--- src/rtl/bus_timer_pkg.sv ---
// Shared constants for the memory-mapped bus timer: register map, CTRL
// field positions, mode codes, FSM encoding and default window base.
package bus_timer_pkg;

  localparam logic [31:0] TIMER_BASE_ADDR = 32'h0000_7F00;

  localparam logic [3:0] OFS_CTRL   = 4'h0;
  localparam logic [3:0] OFS_PRESET = 4'h4;
  localparam logic [3:0] OFS_COUNT  = 4'h8;

  localparam logic [1:0] IDX_CTRL   = OFS_CTRL[3:2];
  localparam logic [1:0] IDX_PRESET = OFS_PRESET[3:2];
  localparam logic [1:0] IDX_COUNT  = OFS_COUNT[3:2];

  localparam int CTRL_EN      = 0;
  localparam int CTRL_MODE_LO = 1;
  localparam int CTRL_MODE_HI = 2;
  localparam int CTRL_IM      = 3;
  localparam int CTRL_W       = 4;

  localparam logic [1:0] MODE_ONESHOT = 2'b00;
  localparam logic [1:0] MODE_RELOAD  = 2'b01;

  typedef enum logic [1:0] {
    ST_IDLE = 2'd0,
    ST_LOAD = 2'd1,
    ST_CNT  = 2'd2,
    ST_INT  = 2'd3
  } state_t;

endpackage

--- src/rtl/bus_timer.sv ---
// Countdown timer on the CPU data bus with one-shot / auto-reload modes,
// combinational read-back and a maskable interrupt line.
module bus_timer
  import bus_timer_pkg::*;
#(
  parameter logic [31:0] BASE_ADDR = TIMER_BASE_ADDR
) (
  input  logic        clk,
  input  logic        reset,
  input  logic [31:0] addr,
  input  logic [3:0]  byteen,
  input  logic [31:0] wdata,
  output logic [31:0] rdata,
  output logic        irq
);

  function automatic logic [31:0] lane_merge(input logic [31:0] old_v,
                                             input logic [31:0] new_v,
                                             input logic [3:0]  be);
    logic [31:0] m;
    m = old_v;
    for (int i = 0; i < 4; i++) begin
      if (be[i]) m[8*i +: 8] = new_v[8*i +: 8];
    end
    return m;
  endfunction

  logic [CTRL_W-1:0] r_ctrl;
  logic [31:0]       r_preset;
  logic [31:0]       r_count;
  logic              r_irq_flag;
  state_t            r_state;

  state_t            w_state_next;
  logic [31:0]       w_count_next;
  logic              w_irq_next;
  logic              w_en_clr;

  logic              w_sel;
  logic [1:0]        w_idx;
  logic              w_wr;
  logic              w_ctrl_wr;
  logic              w_preset_wr;
  logic              w_en;
  logic [1:0]        w_mode;
  logic [31:0]       w_ctrl_merged;
  logic [31:0]       w_rdata;
  logic              w_unused;

  assign w_sel         = (addr[31:4] == BASE_ADDR[31:4]);
  assign w_idx         = addr[3:2];
  assign w_wr          = w_sel && (byteen != 4'b0000);
  assign w_ctrl_wr     = w_wr && (w_idx == IDX_CTRL);
  assign w_preset_wr   = w_wr && (w_idx == IDX_PRESET);
  assign w_en          = r_ctrl[CTRL_EN];
  assign w_mode        = r_ctrl[CTRL_MODE_HI:CTRL_MODE_LO];
  assign w_ctrl_merged = lane_merge({{(32-CTRL_W){1'b0}}, r_ctrl}, wdata, byteen);
  assign w_unused      = &{1'b0, w_ctrl_merged[31:CTRL_W], addr[1:0]};

  always_comb begin
    w_state_next = r_state;
    w_count_next = r_count;
    w_irq_next   = r_irq_flag;
    w_en_clr     = 1'b0;
    case (r_state)
      ST_IDLE: begin
        if (w_en) w_state_next = ST_LOAD;
      end
      ST_LOAD: begin
        w_count_next = r_preset;
        w_state_next = ST_CNT;
      end
      ST_CNT: begin
        if (!w_en) begin
          w_state_next = ST_IDLE;
        end else if (r_count > 32'd1) begin
          w_count_next = r_count - 32'd1;
        end else begin
          // A preset of 0 lands here too, so it expires like a preset of 1.
          w_count_next = 32'd0;
          w_irq_next   = 1'b1;
          w_state_next = ST_INT;
        end
      end
      default: begin
        w_state_next = ST_IDLE;
        if (w_mode == MODE_RELOAD) w_irq_next = 1'b0;
        else                       w_en_clr   = 1'b1;
      end
    endcase
    if (w_ctrl_wr) w_irq_next = 1'b0;
  end

  always_ff @(posedge clk or posedge reset) begin
    if (reset) begin
      r_state    <= ST_IDLE;
      r_count    <= 32'd0;
      r_irq_flag <= 1'b0;
      r_ctrl     <= '0;
      r_preset   <= 32'd0;
    end else begin
      r_state    <= w_state_next;
      r_count    <= w_count_next;
      r_irq_flag <= w_irq_next;
      // A bus write to CTRL overrides the automatic EN clear of a one-shot expiry.
      if (w_ctrl_wr)     r_ctrl          <= w_ctrl_merged[CTRL_W-1:0];
      else if (w_en_clr) r_ctrl[CTRL_EN] <= 1'b0;
      if (w_preset_wr)   r_preset        <= lane_merge(r_preset, wdata, byteen);
    end
  end

  always_comb begin
    w_rdata = 32'd0;
    if (w_sel) begin
      case (w_idx)
        IDX_CTRL:   w_rdata = {{(32-CTRL_W){1'b0}}, r_ctrl};
        IDX_PRESET: w_rdata = r_preset;
        IDX_COUNT:  w_rdata = r_count;
        default:    w_rdata = 32'd0;
      endcase
    end
  end

  assign rdata = w_rdata;
  assign irq   = r_irq_flag & r_ctrl[CTRL_IM];

endmodule

--- config.mk ---
export PLATFORM = sky130hd
export DESIGN_NAME = bus_timer
export DESIGN_NICKNAME = d
export VERILOG_FILES = /design/src/rtl/bus_timer_pkg.sv /design/src/rtl/bus_timer.sv
export SDC_FILE = /design/constraint.sdc
export NUM_CORES = 1
export LEC_CHECK = 0
export BUFFER_PORTS_ARGS = -buffer_cell sky130_fd_sc_hd__buf_2
export CAP_MARGIN = 20
export CORE_ASPECT_RATIO = 0.5
export CORE_MARGIN = 2
export CORE_UTILIZATION = 49
export CTS_BUF_LIST = sky130_fd_sc_hd__clkbuf_16
export DETAILED_ROUTE_END_ITERATION = 7
export PLACE_DENSITY_LB_ADDON = 0.25
export SETUP_SLACK_MARGIN = 0.1
export SYNTH_ARGS = -nofsm -noshare
export SYNTH_HDL_FRONTEND = slang
export SYNTH_SLANG_ARGS = --single-unit
--- constraint.sdc ---
create_clock -name clk -period 2 [get_ports clk]
set_clock_uncertainty 0.1 [all_clocks]
set_input_delay 0.1 -clock clk [delete_from_list [all_inputs] [get_ports clk]]
set_output_delay 0.1 -clock clk [all_outputs]
set_load 0.01 [all_outputs]
==> results of run 1 <==
==> cell usage after synthesis, drive strengths merged (4+ instances only) <==
cell      n  area (um^2)
nor2b     4         25.0
nor3     16         80.1
nand2b    4         25.0
or4       7         56.3
a32oi     7         61.3
nand2    32          120
a31oi     4         31.3
o21ai    18         90.1
nand4     8         50.1
mux2     35          394
clkbuf   23         86.3
nor4     13          126
a22oi    30          225
a22o      6         52.6
inv      11         41.3
mux2i     6         60.1
dfrtp    71         1780
a21oi    22          110
o41ai     4         35.0
nor2     56          213
o22ai     6         37.5
buf      13         72.6
o2bb2ai   4         35.0
and3      8         50.1
nand3    23          115
==> kinds of logic (layout without fill, tap and decap cells) <==
kind of cell,count (synthesis),in the layout,share of synthesized area
AND/OR/NAND/NOR,190,190,0.231
flip-flops,71,71,0.411
AO/OA/AOI/OAI,123,125,0.201
multiplexers,41,41,0.105
buffers and inverters,47,270,0.0463
adder cells (fa/ha/maj),2,2,0.00578
==> power by group <==
group	switching, W	internal [W]	total (W)
registers	0.000000000211	0.00144	0.00144
logic	0.0000976	0.000107	0.000204
clock network	0.000613	0.000945	0.00156
total	0.000711	0.00249	0.00320
==> sequential cells by signal, indices dropped and copies added (netlist names) <==
| name | flops |
|---|---|
| r_count | 32 |
| r_preset | 32 |
| r_ctrl | 4 |
| r_irq_flag | 1 |
| r_state | 2 |
==> worst register-to-register path: cells and delay by family, from the launching register on <==
| kind | cells | cell delay (ns) |
|---|---|---|
| and+or+nand+nor | 5 | 1.76 |
| DFF | 1 | 0.38 |
==> routing by layer <==
metal  part of all wire  up-vias
met1               0.38     2483
met5                  0        -
met4              0.053        0
met3               0.12      132
li1                   -     2231
met2               0.44      486
==> through the flow <==
| step | area (um^2) | setup TNS (ns) | utilization | power, W | worst slack (ns) |
|---|---|---|---|---|---|
| final | 6990 | -3.61 | 0.808 | 0.00320 | -0.301 |
| after global routing | 6990 | -4.89 | 0.808 | 0.00327 | -0.366 |
| after CTS | 6670 | -1.56 | 0.772 | 0.00319 | -0.253 |
| after detailed placement | 5580 | -3.95 | 0.646 | 0.00161 | -0.270 |
| after global placement | 5580 | -2.00 | 0.646 | 0.00161 | -0.199 |
| after floorplan | 4350 | -2.03 | - | 0.00151 | -0.162 |
==> timing repair <==
item | CTS | global route
setup endpoints to repair | 48 | 66
pin swaps | 41 | 30
cloned | 3 | 0
setup buffers | 13 | 11
hold endpoints to repair | 107 | 0
hold buffers | 33 | 0
gates resized for setup | 77 | 54
==> layout make-up <==
| cell class | instances | area, um^2 |
|---|---|---|
| clock inverters | 7 | 57.6 |
| flip-flops and latches | 71 | 1780 |
| multi-input cells | 358 | 2890 |
| fillers | 467 | 1660 |
| inverters | 11 | 45.0 |
| repair buffers | 243 | 1850 |
| clock buffers | 9 | 225 |
| well taps | 117 | 146 |
==> path summary, 6_finish.rpt <==
check / startpoint / endpoint / slack (ns) / cells past startpoint
worst min register to register: r_ctrl[3]$_DFFE_PP0P_ / r_ctrl[3]$_DFFE_PP0P_ / 0.43 / 1
max in group asynchronous: reset / r_preset[9]$_DFFE_PP0P_ / 1.19 / 4
worst max-delay path: r_count[25]$_DFFE_PP0P_ / r_count[28]$_DFFE_PP0P_ / -0.30 / 5
worst max register to register: r_count[25]$_DFFE_PP0P_ / r_count[28]$_DFFE_PP0P_ / -0.30 / 5
min in group asynchronous: reset / r_preset[23]$_DFFE_PP0P_ / 0.08 / 3
worst min-delay path: byteen[0] / r_ctrl[0]$_DFFE_PP0P_ / 0.01 / 3
==> flow_summary.json, run 1 <==
{
  "status": "complete, but fails checks",
  "worstSetupEndpointType": "flop",
  "cp_num_buf_inv": 0,
  "io_buffers": 100,
  "leakagePower_nw": 3.35,
  "die_h_um": 70.4,
  "syn_nets": 546,
  "synth_edf_count": 0,
  "period_minus_slack_ns": 2.30,
  "ys.flop_type": "dfrtp_1",
  "syn-instance-count": 474,
  "drt_first_pass_iters": 6,
  "core_area_um2": 8650,
  "row_count": 24,
  "async_flop_share": 1.00,
  "ys_types": 57,
  "drv_cap": 0,
  "cp-start-kind": "flop",
  "crit_fanout": 2,
  "htree_levels": 3,
  "fmax_ghz": 0.435,
  "grt_use_met2": 0.527,
  "cts_tree": "done",
  "die_area_um2": 9640,
  "tightest_slew_ns": 0.495,
  "ant_nets": 0,
  "placedCellCount": 742,
  "via_per_inst": 6.53,
  "gp_congestion": 0.909,
  "final-setup-viol-count": 32,
  "finalCritPeriodShare": 1.15,
  "grt_first_pass_wirelength_mm": 25.6,
  "grt_remaining_overflow": 0,
  "cts.clk_slew.worst_paths_ns": 0.06,
  "yosysSeqAreaShare": 0.411,
  "globalRouteTotalUtil": 0.344,
  "crit_family": "simple AND/OR/NAND/NOR gates",
  "cpPeakStageDelay_ns": 0.57,
  "drt_iter0_markers": 724,
  "met1_usage": 0.476,
  "numCtsBuffers": 9,
  "yosysWarnings": 0,
  "rsz0062_at_grt": "true",
  "stdcell_count": 816,
  "final_common_cell": "buf_2",
  "worstPathArrival_ns": 2.48,
  "criticalPathCategory": "flop to flop",
  "area_delta_synth_final_pct": 61.5,
  "grt_max_degree": 46,
  "critPathMostFrequentCell": "or4_1",
  "vias": 5332,
  "crit_slowest_cell": "or4_4",
  "route.detailed.drc": 0,
  "clockBufferDepth": 2,
  "root_buffer": "clkbuf_16",
  "grt.met3_usage": 0.0893,
  "post_synth.cell_area_avg_um2": 9.13,
  "violations": "negative setup slack",
  "worstPathRequired_ns": 2.17,
  "hold_path.class": "input pin to flop",
  "max_slew_margin": 0.667,
  "grt_pass1_vias": 5026,
  "die_x_um": 137,
  "top_usage_layer": "met2",
  "clk_latency_ns": 0.34,
  "syn_area_um2": 4330,
  "pwr_density_cell_nw_per_um2": 458,
  "nNetsFinal": 766,
  "hold_slack_ns": 0.0124,
  "wirelength_mm": 18.1,
  "final_cell_mix": "100 x buf_2, 79 x buf_4, 70 x dfrtp_1",
  "drive_above_1_share": 0.494,
  "cts_sinks": 71,
  "hold_viol_final": 0,
  "ios": 103,
  "antenna_cells": 0,
  "antenna_found_initial": 0,
  "drv_slew": 0,
  "ys_seq_elements": 71,
  "wl_per_cell_um": 22.2,
  "initial_core_util": 0.500,
  "worstPathCellList": "or4_4 -> nand4b_1 -> or4_1 -> or4_1 -> nand3_1",
  "vdd_drop_max_v": 0.000392,
  "place_hpwl_mm": 10.0,
  "layout_setup_ws_ns": -0.301
}
(Power assumes the default switching activity.)
==> inputs of run 2 (changes only) <==
GPL_TIMING_DRIVEN = 0   (was not set)
==> run 2 against run 1 <==
Net effect:
- the run still ends with negative setup slack left
- utilization shrank 1.7 points
- final cell count shrank 2.6%
- register-to-register slack lost 0.12 ns
- maximum frequency shrank 5.1%
- clock-buffer cell count is the same
- power shrank 3.4%
- sequential cell count is the same
- worst hold slack gained 0.018 ns
- critical path depth grew 1
- via count grew 2.4%
- sequential power is essentially flat
==> flow_summary.json, run 2 (synthesis results as in run 1) <==
{
  "core_area_um2": 8650,
  "fmax_ghz": 0.412,
  "cp-start-kind": "flop",
  "final_cell_mix": "105 x buf_2, 61 x dfrtp_1, 48 x nor2_1",
  "antenna_cells": 0,
  "grt.met3_usage": 0.116,
  "criticalPathCategory": "flop to flop",
  "placedCellCount": 691,
  "leakagePower_nw": 3.19,
  "drv_slew": 0,
  "gp_congestion": 0.939,
  "r2r_cells": 6,
  "hold_slack_ns": 0.0308,
  "worstSetupEndpointType": "flop",
  "drive_above_1_share": 0.510,
  "htree_levels": 3,
  "wl_per_cell_um": 23.8,
  "grt_use_met2": 0.556,
  "initial_core_util": 0.500,
  "drt_iter0_markers": 796,
  "ant_nets": 0,
  "top_usage_layer": "met2",
  "tightest_slew_ns": 0.797,
  "period_minus_slack_ns": 2.43,
  "place_hpwl_mm": 9.84,
  "io_buffers": 99,
  "area_delta_synth_final_pct": 58.1,
  "hold_depth": 3,
  "stdcell_count": 795,
  "globalRouteTotalUtil": 0.360,
  "numCtsBuffers": 9,
  "nNetsFinal": 745,
  "grt_pass1_vias": 5045,
  "fin_tns_setup_ns": -9.32,
  "grt_remaining_overflow": 0,
  "wirelength_mm": 18.9,
  "final-setup-viol-count": 34,
  "vdd_drop_max_v": 0.000498,
  "vias": 5461,
  "clockBufferDepth": 2,
  "total_power_w": 0.00309,
  "row_count": 24,
  "worstPathArrival_ns": 2.60,
  "final_common_cell": "buf_2",
  "violations": "negative setup slack",
  "reg2reg_from": "r_count[9]$_DFFE_PP0P_",
  "cts_sinks": 71,
  "worstSetupStartpoint": "r_count[9]$_DFFE_PP0P_",
  "rrSetupSlack_ns": -0.43,
  "root_buffer": "clkbuf_16",
  "status": "complete, but fails checks",
  "route.detailed.drc": 0,
  "crit_fanout": 4,
  "hold_path.class": "input pin to flop",
  "worstPathRequired_ns": 2.18,
  "die_x_um": 137,
  "antenna_found_initial": 0,
  "reg_top3": "r_count x32, r_preset x32, r_ctrl x4",
  "pwr_density_cell_nw_per_um2": 452,
  "r2r-end": "r_count[28]$_DFFE_PP0P_",
  "die_h_um": 70.4,
  "finalCritPeriodShare": 1.21,
  "grt_first_pass_wirelength_mm": 26.4,
  "via_per_inst": 6.87,
  "cts.clk_slew.worst_paths_ns": 0.06,
  "drt_first_pass_iters": 7,
  "drv_cap": 0,
  "max_slew_margin": 0.469,
  "clk_latency_ns": 0.34,
  "n_fill_cell": 514,
  "endpoint": "r_count[28]$_DFFE_PP0P_",
  "grt_max_degree": 41,
  "cts_tree": "done",
  "ios": 103,
  "met1_usage": 0.459,
  "layout_setup_ws_ns": -0.426,
  "die_area_um2": 9640,
  "hold_viol_final": 0,
  "rsz0062_at_grt": "true"
}
[run 2: timing repair]
action / 4_1_cts / 5_1_grt
gates cloned: 4 / 0
setup endpoints to repair: 100 / 91
hold endpoints to repair: 67 / 0
buffers inserted: 36 / 22
hold buffers: 33 / 0
pin swaps: 49 / 34
gates resized for setup: 129 / 90
[run 2: per-layer routing]
metal / vias up / share of wire
met3: 180 / 0.15
li1: 2191 / -
met2: 554 / 0.42
met5: - / 0
met1: 2536 / 0.35
met4: 0 / 0.074
[run 2: power by group]
part | leakage [nW] | switching [W] | internal [W] | total [W]
Combinational | 2.08 | 0.000101 | 0.000107 | 0.000208
Sequential | 0.971 | 0.000000000284 | 0.00144 | 0.00144
Clock | 0.135 | 0.000629 | 0.000817 | 0.00145
[run 2: area by class of cell]
| class | count | area (um^2) | area share |
|---|---|---|---|
| repair buffers | 190 | 1390 | 0.204 |
| clock buffers | 9 | 225 | 0.0329 |
| flip-flops and latches | 71 | 1790 | 0.262 |
| well taps | 117 | 146 | 0.0214 |
| plain buffers | 33 | 267 | 0.0390 |
| multi-input cells | 357 | 2940 | 0.430 |
| clock inverters | 7 | 31.3 | 0.00457 |
| inverters | 11 | 45.0 | 0.00659 |
[run 2: worst min path at each step]
| stage | startpoint | end |
|---|---|---|
| after floorplan | wdata[0] | r_preset[0]$_DFFE_PP0P_ |
| after global placement | wdata[30] | r_preset[30]$_DFFE_PP0P_ |
| after detailed placement | reset | r_count[27]$_DFFE_PP0P_ |
| after CTS | byteen[0] | r_ctrl[0]$_DFFE_PP0P_ |
| after global routing | byteen[0] | r_ctrl[0]$_DFFE_PP0P_ |
| final | byteen[0] | r_ctrl[0]$_DFFE_PP0P_ |
[run 2: stage by stage]
stage | cell area [um^2] | worst slack, ns | util
finish | 6840 | -0.426 | 0.791
global route | 6840 | -0.414 | 0.791
CTS | 6390 | -0.254 | 0.739
detailed placement | 5010 | -0.592 | 0.580
global placement | 4990 | -0.575 | 0.577
floorplan | 4350 | -0.162 | -
[run 2: worst max-delay path, stage by stage, from the launching register on]
cell and delay (ns):
dfrtp_2 0.45, nor4_4 0.42, buf_4 0.21, nand4b_1 0.13, or4_4 0.48, or4_1 0.47, nand3_1 0.11
